## config.mk

```make
export PLATFORM = sky130hd
export DESIGN_NAME = scan_sequencer_flat
export DESIGN_NICKNAME = d
export VERILOG_FILES = /design/src/rtl/scan_sequencer_pkg.sv /design/src/rtl/scan_sequencer_if.sv /design/src/rtl/scan_sequencer_shadow_buf.sv /design/src/rtl/scan_sequencer.sv /design/src/flat_wrapper.sv
export SDC_FILE = /design/constraint.sdc
export NUM_CORES = 1
export LEC_CHECK = 0
export BUFFER_PORTS_ARGS = -buffer_cell sky130_fd_sc_hd__buf_4
export CORE_MARGIN = 4
export CORE_UTILIZATION = 54
export DETAILED_ROUTE_END_ITERATION = 10
export PLACE_DENSITY = 0.87
export SETUP_SLACK_MARGIN = 0.4
export SLEW_MARGIN = 20
export SYNTH_ARGS = -nofsm -noshare
export SYNTH_HDL_FRONTEND = slang
export SYNTH_HIERARCHICAL = 1
export SYNTH_SLANG_ARGS = --single-unit
export TNS_END_PERCENT = 100
```

## constraint.sdc

```tcl
create_clock -name clk -period 3.5 [get_ports clk]
set_input_delay 0.175 -clock clk [delete_from_list [all_inputs] [get_ports clk]]
set_output_delay 0.175 -clock clk [all_outputs]
set_load 0.02 [all_outputs]
```

## src/rtl/scan_sequencer_pkg.sv

```systemverilog
// scan_pkg: shared types and constants for the seven-segment scan sequencer.
//   state_e          : scan FSM phases (BLANK = anodes off, SHOW = digit lit)
//   content_t        : one display image (hex nibbles, point mask, LE mask)
//   *_DEF            : default timing parameters
//   DIGITS_PER_PAGE  : digits sharing the four anodes
//   min1_clog2()     : counter width helper, never narrower than one bit
package scan_pkg;

  typedef enum logic {
    BLANK = 1'b0,
    SHOW  = 1'b1
  } state_e;

  typedef struct packed {
    logic [31:0] hexs;
    logic [7:0]  point;
    logic [7:0]  les;
  } content_t;

  localparam int DIGIT_CYCLES_DEF = 50000;
  localparam int BLANK_CYCLES_DEF = 2000;
  localparam int PAGE_FRAMES_DEF  = 250;
  localparam int DIGITS_PER_PAGE  = 4;

  function automatic int min1_clog2(input int value);
    return (value > 1) ? $clog2(value) : 1;
  endfunction

endpackage

```

## src/rtl/scan_sequencer_if.sv

```systemverilog
// scan_sequencer_if: valid/ready update channel carrying new display content.
//   upd_valid : producer offers content
//   upd_ready : consumer's one-deep pending buffer is empty
//   upd_hexs  : hex nibbles, digit i = bits [4i+3:4i]
//   upd_point : decimal-point mask
//   upd_les   : LE mask
// master = producer (CPU/debug side), slave = scan sequencer.
interface scan_sequencer_if;
  logic        upd_valid;
  logic        upd_ready;
  logic [31:0] upd_hexs;
  logic [7:0]  upd_point;
  logic [7:0]  upd_les;

  modport master (output upd_valid, upd_hexs, upd_point, upd_les, input upd_ready);
  modport slave  (input upd_valid, upd_hexs, upd_point, upd_les, output upd_ready);
endinterface

```

## src/rtl/scan_sequencer_shadow_buf.sv

```systemverilog
// scan_shadow_buf: double buffer between the update channel and the scan mux.
//   clk, rst_n : clock, asynchronous active-low reset
//   upd        : update channel (slave side); drives upd_ready
//   apply_i    : frame-boundary strobe; moves pending content to the active image
//   active_o   : active image shown by the scan mux
// A transfer fills the pending slot; the slot is only emptied by apply_i, so the
// active image never changes mid-frame. upd_ready comes straight from a flop.
module scan_shadow_buf
  import scan_pkg::*;
(
  input  logic             clk,
  input  logic             rst_n,
  scan_sequencer_if.slave  upd,
  input  logic             apply_i,
  output content_t         active_o
);

  logic     pend_q, pend_d;
  content_t pend_data_q, pend_data_d;
  content_t active_q, active_d;
  logic     ready_q;
  logic     xfer;

  assign xfer = upd.upd_valid && ready_q;

  // NOTE: every always_comb output gets its default first; a path that leaves
  // one unassigned would infer a latch.
  always_comb begin
    pend_d      = pend_q;
    pend_data_d = pend_data_q;
    active_d    = active_q;
    if (apply_i && pend_q) begin
      active_d = pend_data_q;
      pend_d   = 1'b0;
    end
    // ready_q implies an empty slot, so a transfer never collides with an
    // apply of older data; on a boundary-cycle transfer it simply waits a frame.
    if (xfer) begin
      pend_d      = 1'b1;
      pend_data_d = {upd.upd_hexs, upd.upd_point, upd.upd_les};
    end
  end

  // NOTE: state flops use non-blocking assignments so every flop samples the
  // pre-edge values regardless of statement order.
  always_ff @(posedge clk or negedge rst_n) begin
    if (!rst_n) begin
      pend_q      <= 1'b0;
      // NOTE: data payload registers are reset as well; the active image must
      // read zero during reset, and the pending copy costs nothing extra.
      pend_data_q <= '0;
      active_q    <= '0;
      ready_q     <= 1'b0;
    end else begin
      pend_q      <= pend_d;
      pend_data_q <= pend_data_d;
      active_q    <= active_d;
      ready_q     <= ~pend_d;
    end
  end

  assign upd.upd_ready = ready_q;
  assign active_o      = active_q;

endmodule

```

## src/rtl/scan_sequencer.sv

```systemverilog
// scan_sequencer: digit/page sequencer for an 8-digit, 4-anode seven-segment mux.
//   clk, rst_n       : clock, asynchronous active-low reset
//   upd              : update channel (slave) for double-buffered display content
//   page_mode        : 0 = manual page (page_sel), 1 = auto-toggle every PAGE_FRAMES
//   page_sel         : manual page request, sampled at frame boundaries
//   hexs/point/les   : active display image
//   scan             : {page, digit[1:0]} index to the scan mux
//   blank            : 1 = downstream forces all anodes off
//   frame_done       : one-cycle pulse after each 4-digit frame
// Build option SCAN_BLANK_EN: when defined each digit is preceded by BLANK_CYCLES
// of all-anodes-off (anti-ghosting); when undefined blank is tied low and each
// digit period is DIGIT_CYCLES.
module scan_sequencer
  import scan_pkg::*;
#(
  parameter int DIGIT_CYCLES = DIGIT_CYCLES_DEF,
  parameter int BLANK_CYCLES = BLANK_CYCLES_DEF,
  parameter int PAGE_FRAMES  = PAGE_FRAMES_DEF
) (
  input  logic            clk,
  input  logic            rst_n,
  scan_sequencer_if.slave upd,
  input  logic            page_mode,
  input  logic            page_sel,
  output logic [31:0]     hexs,
  output logic [7:0]      point,
  output logic [7:0]      les,
  output logic [2:0]      scan,
  output logic            blank,
  output logic            frame_done
);

  localparam int CNT_MAX = (DIGIT_CYCLES > BLANK_CYCLES) ? DIGIT_CYCLES : BLANK_CYCLES;
  localparam int CNT_W   = min1_clog2(CNT_MAX);
  localparam int FCNT_W  = min1_clog2(PAGE_FRAMES);

  localparam logic [CNT_W-1:0]  DIGIT_LAST = CNT_W'(DIGIT_CYCLES - 1);
  localparam logic [1:0]        LAST_DIGIT = 2'(DIGITS_PER_PAGE - 1);
  localparam logic [FCNT_W-1:0] FCNT_LAST  = FCNT_W'(PAGE_FRAMES - 1);

  logic [CNT_W-1:0]  cnt_q, cnt_d;
  logic [1:0]        digit_q, digit_d;
  logic              page_q, page_d;
  logic [FCNT_W-1:0] fcnt_q, fcnt_d;
  logic              frame_done_q;
  logic              digit_end;   // last SHOW cycle of the current digit
  logic              boundary;    // last SHOW cycle of digit 3
  content_t          active;

`ifdef SCAN_BLANK_EN
  localparam logic [CNT_W-1:0] BLANK_LAST = CNT_W'(BLANK_CYCLES - 1);

  state_e state_q, state_d;
  logic   blank_q;

  always_comb begin
    state_d   = state_q;
    cnt_d     = cnt_q + CNT_W'(1);
    digit_end = 1'b0;
    unique case (state_q)
      BLANK: if (cnt_q == BLANK_LAST) begin
        cnt_d   = '0;
        state_d = SHOW;
      end
      SHOW: if (cnt_q == DIGIT_LAST) begin
        cnt_d     = '0;
        state_d   = BLANK;
        digit_end = 1'b1;
      end
    endcase
  end

  // blank is registered from the next state so it lines up with the phase.
  always_ff @(posedge clk or negedge rst_n) begin
    if (!rst_n) begin
      state_q <= BLANK;
      blank_q <= 1'b1;
    end else begin
      state_q <= state_d;
      blank_q <= (state_d == BLANK);
    end
  end

  assign blank = blank_q;
`else
  // No blank phase: the sequencer is permanently in SHOW.
  always_comb begin
    digit_end = (cnt_q == DIGIT_LAST);
    cnt_d     = digit_end ? '0 : cnt_q + CNT_W'(1);
  end

  assign blank = 1'b0;
`endif

  assign boundary = digit_end && (digit_q == LAST_DIGIT);

  // Digit advance and page selection. In manual mode the frame counter is held
  // at zero, so entering auto mode always starts a fresh PAGE_FRAMES count.
  always_comb begin
    digit_d = digit_q;
    page_d  = page_q;
    fcnt_d  = fcnt_q;
    if (digit_end) begin
      digit_d = (digit_q == LAST_DIGIT) ? 2'd0 : digit_q + 2'd1;
    end
    if (boundary) begin
      if (!page_mode) begin
        page_d = page_sel;
        fcnt_d = '0;
      end else if (fcnt_q == FCNT_LAST) begin
        page_d = ~page_q;
        fcnt_d = '0;
      end else begin
        fcnt_d = fcnt_q + FCNT_W'(1);
      end
    end
  end

  always_ff @(posedge clk or negedge rst_n) begin
    if (!rst_n) begin
      cnt_q        <= '0;
      digit_q      <= 2'd0;
      page_q       <= 1'b0;
      fcnt_q       <= '0;
      frame_done_q <= 1'b0;
    end else begin
      cnt_q        <= cnt_d;
      digit_q      <= digit_d;
      page_q       <= page_d;
      fcnt_q       <= fcnt_d;
      frame_done_q <= boundary;
    end
  end

  scan_shadow_buf u_shadow_buf (
    .clk      (clk),
    .rst_n    (rst_n),
    .upd      (upd),
    .apply_i  (boundary),
    .active_o (active)
  );

  assign hexs       = active.hexs;
  assign point      = active.point;
  assign les        = active.les;
  assign scan       = {page_q, digit_q};
  assign frame_done = frame_done_q;

endmodule

```

## src/flat_wrapper.sv

```systemverilog
// flat-port wrapper written by rule: the top's interface ports become plain ports
module scan_sequencer_flat import scan_pkg::*;
#(
  parameter int DIGIT_CYCLES = DIGIT_CYCLES_DEF,
  parameter int BLANK_CYCLES = BLANK_CYCLES_DEF,
  parameter int PAGE_FRAMES  = PAGE_FRAMES_DEF
)
  (clk, rst_n, page_mode, page_sel, hexs, point, les, scan, blank, frame_done, upd_upd_valid, upd_upd_hexs, upd_upd_point, upd_upd_les, upd_upd_ready);
  scan_sequencer_if upd_i ();
  input  logic clk;
  input  logic rst_n;
  input  logic page_mode;
  input  logic page_sel;
  output logic [31:0] hexs;
  output logic [7:0] point;
  output logic [7:0] les;
  output logic [2:0] scan;
  output logic blank;
  output logic frame_done;
  input wire logic [$bits(upd_i.upd_valid)-1:0] upd_upd_valid;
  input wire logic [$bits(upd_i.upd_hexs)-1:0] upd_upd_hexs;
  input wire logic [$bits(upd_i.upd_point)-1:0] upd_upd_point;
  input wire logic [$bits(upd_i.upd_les)-1:0] upd_upd_les;
  output wire logic [$bits(upd_i.upd_ready)-1:0] upd_upd_ready;
  assign upd_i.upd_valid = upd_upd_valid;
  assign upd_i.upd_hexs = upd_upd_hexs;
  assign upd_i.upd_point = upd_upd_point;
  assign upd_i.upd_les = upd_upd_les;
  assign upd_upd_ready = upd_i.upd_ready;
  scan_sequencer #(.DIGIT_CYCLES(DIGIT_CYCLES), .BLANK_CYCLES(BLANK_CYCLES), .PAGE_FRAMES(PAGE_FRAMES)) u_core (.clk(clk), .rst_n(rst_n), .upd(upd_i), .page_mode(page_mode), .page_sel(page_sel), .hexs(hexs), .point(point), .les(les), .scan(scan), .blank(blank), .frame_done(frame_done));
endmodule
```

==> impl_results.md <==
* Status: finished clean
* Detailed Route WL at 11980 um
* Critical path arrival at 2960 ps
* Final Wtd Congestion at 0.8084
* Mapped Cells at 342
* Die height at 105.4 um
* Die extent in x at 105.4 um
* Sequential Area at 3153 um2
* Max clock buf depth at 2
* Post-synth top cells: 126 x dfrtp_1, 77 x mux2_2, 20 x mux2_4, 12 x nand2_1, 11 x o21ai_0
* Synth-to-layout area growth at 38.88%
* Mapped cell area at 5126 um2
* Synth Area in Compound Gates at 0.03417
* Synth unique cells at 41
* Initial antenna violation count at 0
* Synth area leaders: dfrtp_1 62%, mux2_2 17%, mux2_4 5.9%
* # nets final at 563
* Final Setup Violations at 0
* Final HPWL DP at 7037 um
* Worst Path Buf+Inv at 2
* Global-route wire length before repair at 19880 um
* Post-CTS Hold Fix Bufs at 49
* Antenna diodes at 0
* Critical Path Source Type: flip-flop
* Wirelength per Cell at 18.49 um
* Pre-antenna DRT Iters at 4
* Routed vias/inst at 5.352
* Post-Syn Nets at 399
* Worst EP required at 3890 ps
* Post-Synth Adder-Cell Area at 0.009763
* Post-CTS Setup Bufs at 0
* CORE AREA at 9240 um2
* Final hold viol count at 0
* Max-cap check violation count at 0
* PortBufs at 105
* Yosys top cell by area: dfrtp_1
* Post-synth ARST share at 1.000
* Pwr dens at 475.3 nW/um2
* Post-synth EDFFs at 0
* Worst r2r src: u_core/cnt_q[7]
* Remaining antenna violation count after routing at 0
* Reg clk slew, reported paths at 60 ps
* Main combinational cell family by area after synthesis: multiplexers
* Crit Path Category: reg -> reg
* Largest net degree at the start of global routing at 52
* Worst-Skew Late Latency at 510 ps
* Via count at 3468
* Sequential element share of the synthesized area at 0.6151
* Vias in the first global route at 3778
* Ratio of cells with drive above 1 in the final layout at 0.4778
* Io pins at 107
* Multi-input logic area at 1866 um2
* Resized cells post-CTS at 0
* Placement-stage cell area at 6021 um2
* RSZ-0062 raised after global routing: no
* CTS Buf Count at 17
* Crit-path max cell delay at 610 ps
* Synth Area per Inst at 14.99 um2
* TritonCTS clock tree: built
* CP max stage cell: or4_4
* Starting density of the core at 0.5548
* Fmax at 388.8 MHz
* Number of synthesis warnings at 6
* Total gr overflow at 0
* Dominant cell by count in the synthesized netlist: dfrtp_1
* Hold_sp: page_sel
* Crit path capture type: flip-flop
* Crit-path leading delay family: simple AND/OR/NAND/NOR gates
* Clock Skew at 8.746 ps
* Critical path peak fanout at 28
* CP Cell Sequence: or4b_4 > or4_4 > inv_1 > nand2_2 > buf_4 > mux2_2
* GRT Resource Usage Total at 0.2281
* Post-layout minimum cycle time at 2572 ps
* Fin crit share at 0.7349
* Final Util at 0.7705
* Die Area at 11120 um2
* Drt first-iter violations at 181
* Leak Pwr at 3.725 nW
* Setup crit start: u_core/cnt_q[7]
* Fillers at 495
* Post-synthesis mux area share at 0.2338
* H-tree depth at 4
* FF+latch count, synth at 126
* Setup TNS at 0 ps
* Worst hold-check path type: in -> reg
* CTS root buf: clkbuf_8
* Drt drc at 0
* Maximum vdd drop at 324.1 uV
* Synth Area in XOR/XNOR at 0.01879
* Worst Tran Pin Value at 850.8 ps
* Number of core rows at 35
* Worst rel slew slack at 0.4276
* Pwr Total at 0.003384 W
* Post-synth top area share at 0.6151
* Final Cell Area at 7119 um2
* Simple-Gate Fraction of Synth Area at 0.06468
* Main synth FF type: dfrtp_1
* Final Slew Violations at 0
* Clock sinks at 126
worst reg2reg max path, stage by stage, from the launching register on:
cell and delay, ps:
dfrtp_1 420, or4b_4 540, or4_4 610, inv_1 200, nand2_2 80, buf_4 260, mux2_2 350
where the power goes:
part / switching, W / internal [W] / total (W)
clock network: 0.000677 / 0.00112 / 0.00179
registers: 0.000000568 / 0.00146 / 0.00146
logic: 0.0000540 / 0.0000778 / 0.000132
total: 0.000732 / 0.00265 / 0.00338
cells in the final DEF, fill, tap and decap left out, types with 2 or more instances in the layout:
cell,count
and3_1,2
o21ai_0,11
nand4_1,5
mux2i_1,2
nor4_1,2
clkinv_4,3
dfrtp_1,126
a21oi_1,2
mux2_4,20
inv_6,5
and4_1,2
xor2_1,9
xnor2_1,2
clkinvlp_4,2
bufinv_16,3
clkbuf_8,2
nor2_1,8
dlygate4sd3_1,49
nand3_1,9
a2bb2oi_1,5
nand2_1,10
ha_1,4
o31ai_1,3
inv_1,4
or3_1,5
clkbuf_16,16
buf_4,110
mux2_2,77
routing by layer:
layer,part of all wire,global-route usage,up-vias,wire length (um)
li1,-,-,1563,-
met1,0.38,0.2640,1785,4609
met2,0.55,0.4107,97,6610
met3,0.043,0.05940,23,513
met4,0.021,0.07404,0,250
met5,0,0,-,0
path summary, 6_finish.rpt:
| path | endpoint | slack (ps) | depth (start not counted) |
|---|---|---|---|
| setup / recovery | u_core/u_shadow_buf/active_o[47] | 930 | 6 |
| hold / removal | u_core/page_q | 20 | 3 |
| setup reg to reg | u_core/u_shadow_buf/active_o[47] | 930 | 6 |
| hold reg to reg | u_core/cnt_q[0] | 490 | 1 |
| max in group asynchronous | u_core/u_shadow_buf/active_o[23] | 2300 | 3 |
| min in group asynchronous | u_core/u_shadow_buf/active_o[30] | 220 | 2 |
state kept, by name, summed over array words and instances (netlist names):
| name | count |
|---|---|
| u_core/u_shadow_buf/active_o | 48 |
| u_core/digit_q | 2 |
| u_core/fcnt_q | 8 |
| u_core/page_q | 1 |
| u_core/u_shadow_buf/pend_q | 1 |
| u_core/u_shadow_buf/upd.upd_ready | 1 |
| u_core/cnt_q | 16 |
| u_core/frame_done | 1 |
| u_core/u_shadow_buf/pend_data_q | 48 |
cell type report:
class	count	share of cell area
tap	129	0.02267
sequential	126	0.4429
clock inverter	14	0.02531
inverter	4	0.002109
multi-input combinational	198	0.2620
timing repair buffer	159	0.1849
clock buffer	18	0.06011
through the flow:
step	hold slack [ps]	instances	setup WS, ps
2_1_floorplan	-120.6	342	997.9
5_1_grt	26.59	648	850.2
3_3_place_gp	228.5	567	1002
6_report	22.88	648	927.9
3_5_place_dp	238.8	567	953.5
4_1_cts	23.59	648	938.8
cells by family (layout without fill, tap and decap cells):
group,after synthesis,count (layout)
DFF,126,126
and+or+nand+nor,56,56
muxes,100,100
AOI/OAI and AO/OA,26,26
adders and majority gates,4,4
other,1,1
buffers and inverters,18,195
xor gates and xnor gates,11,11
Note: power is estimated with default switching activity, not from simulation.
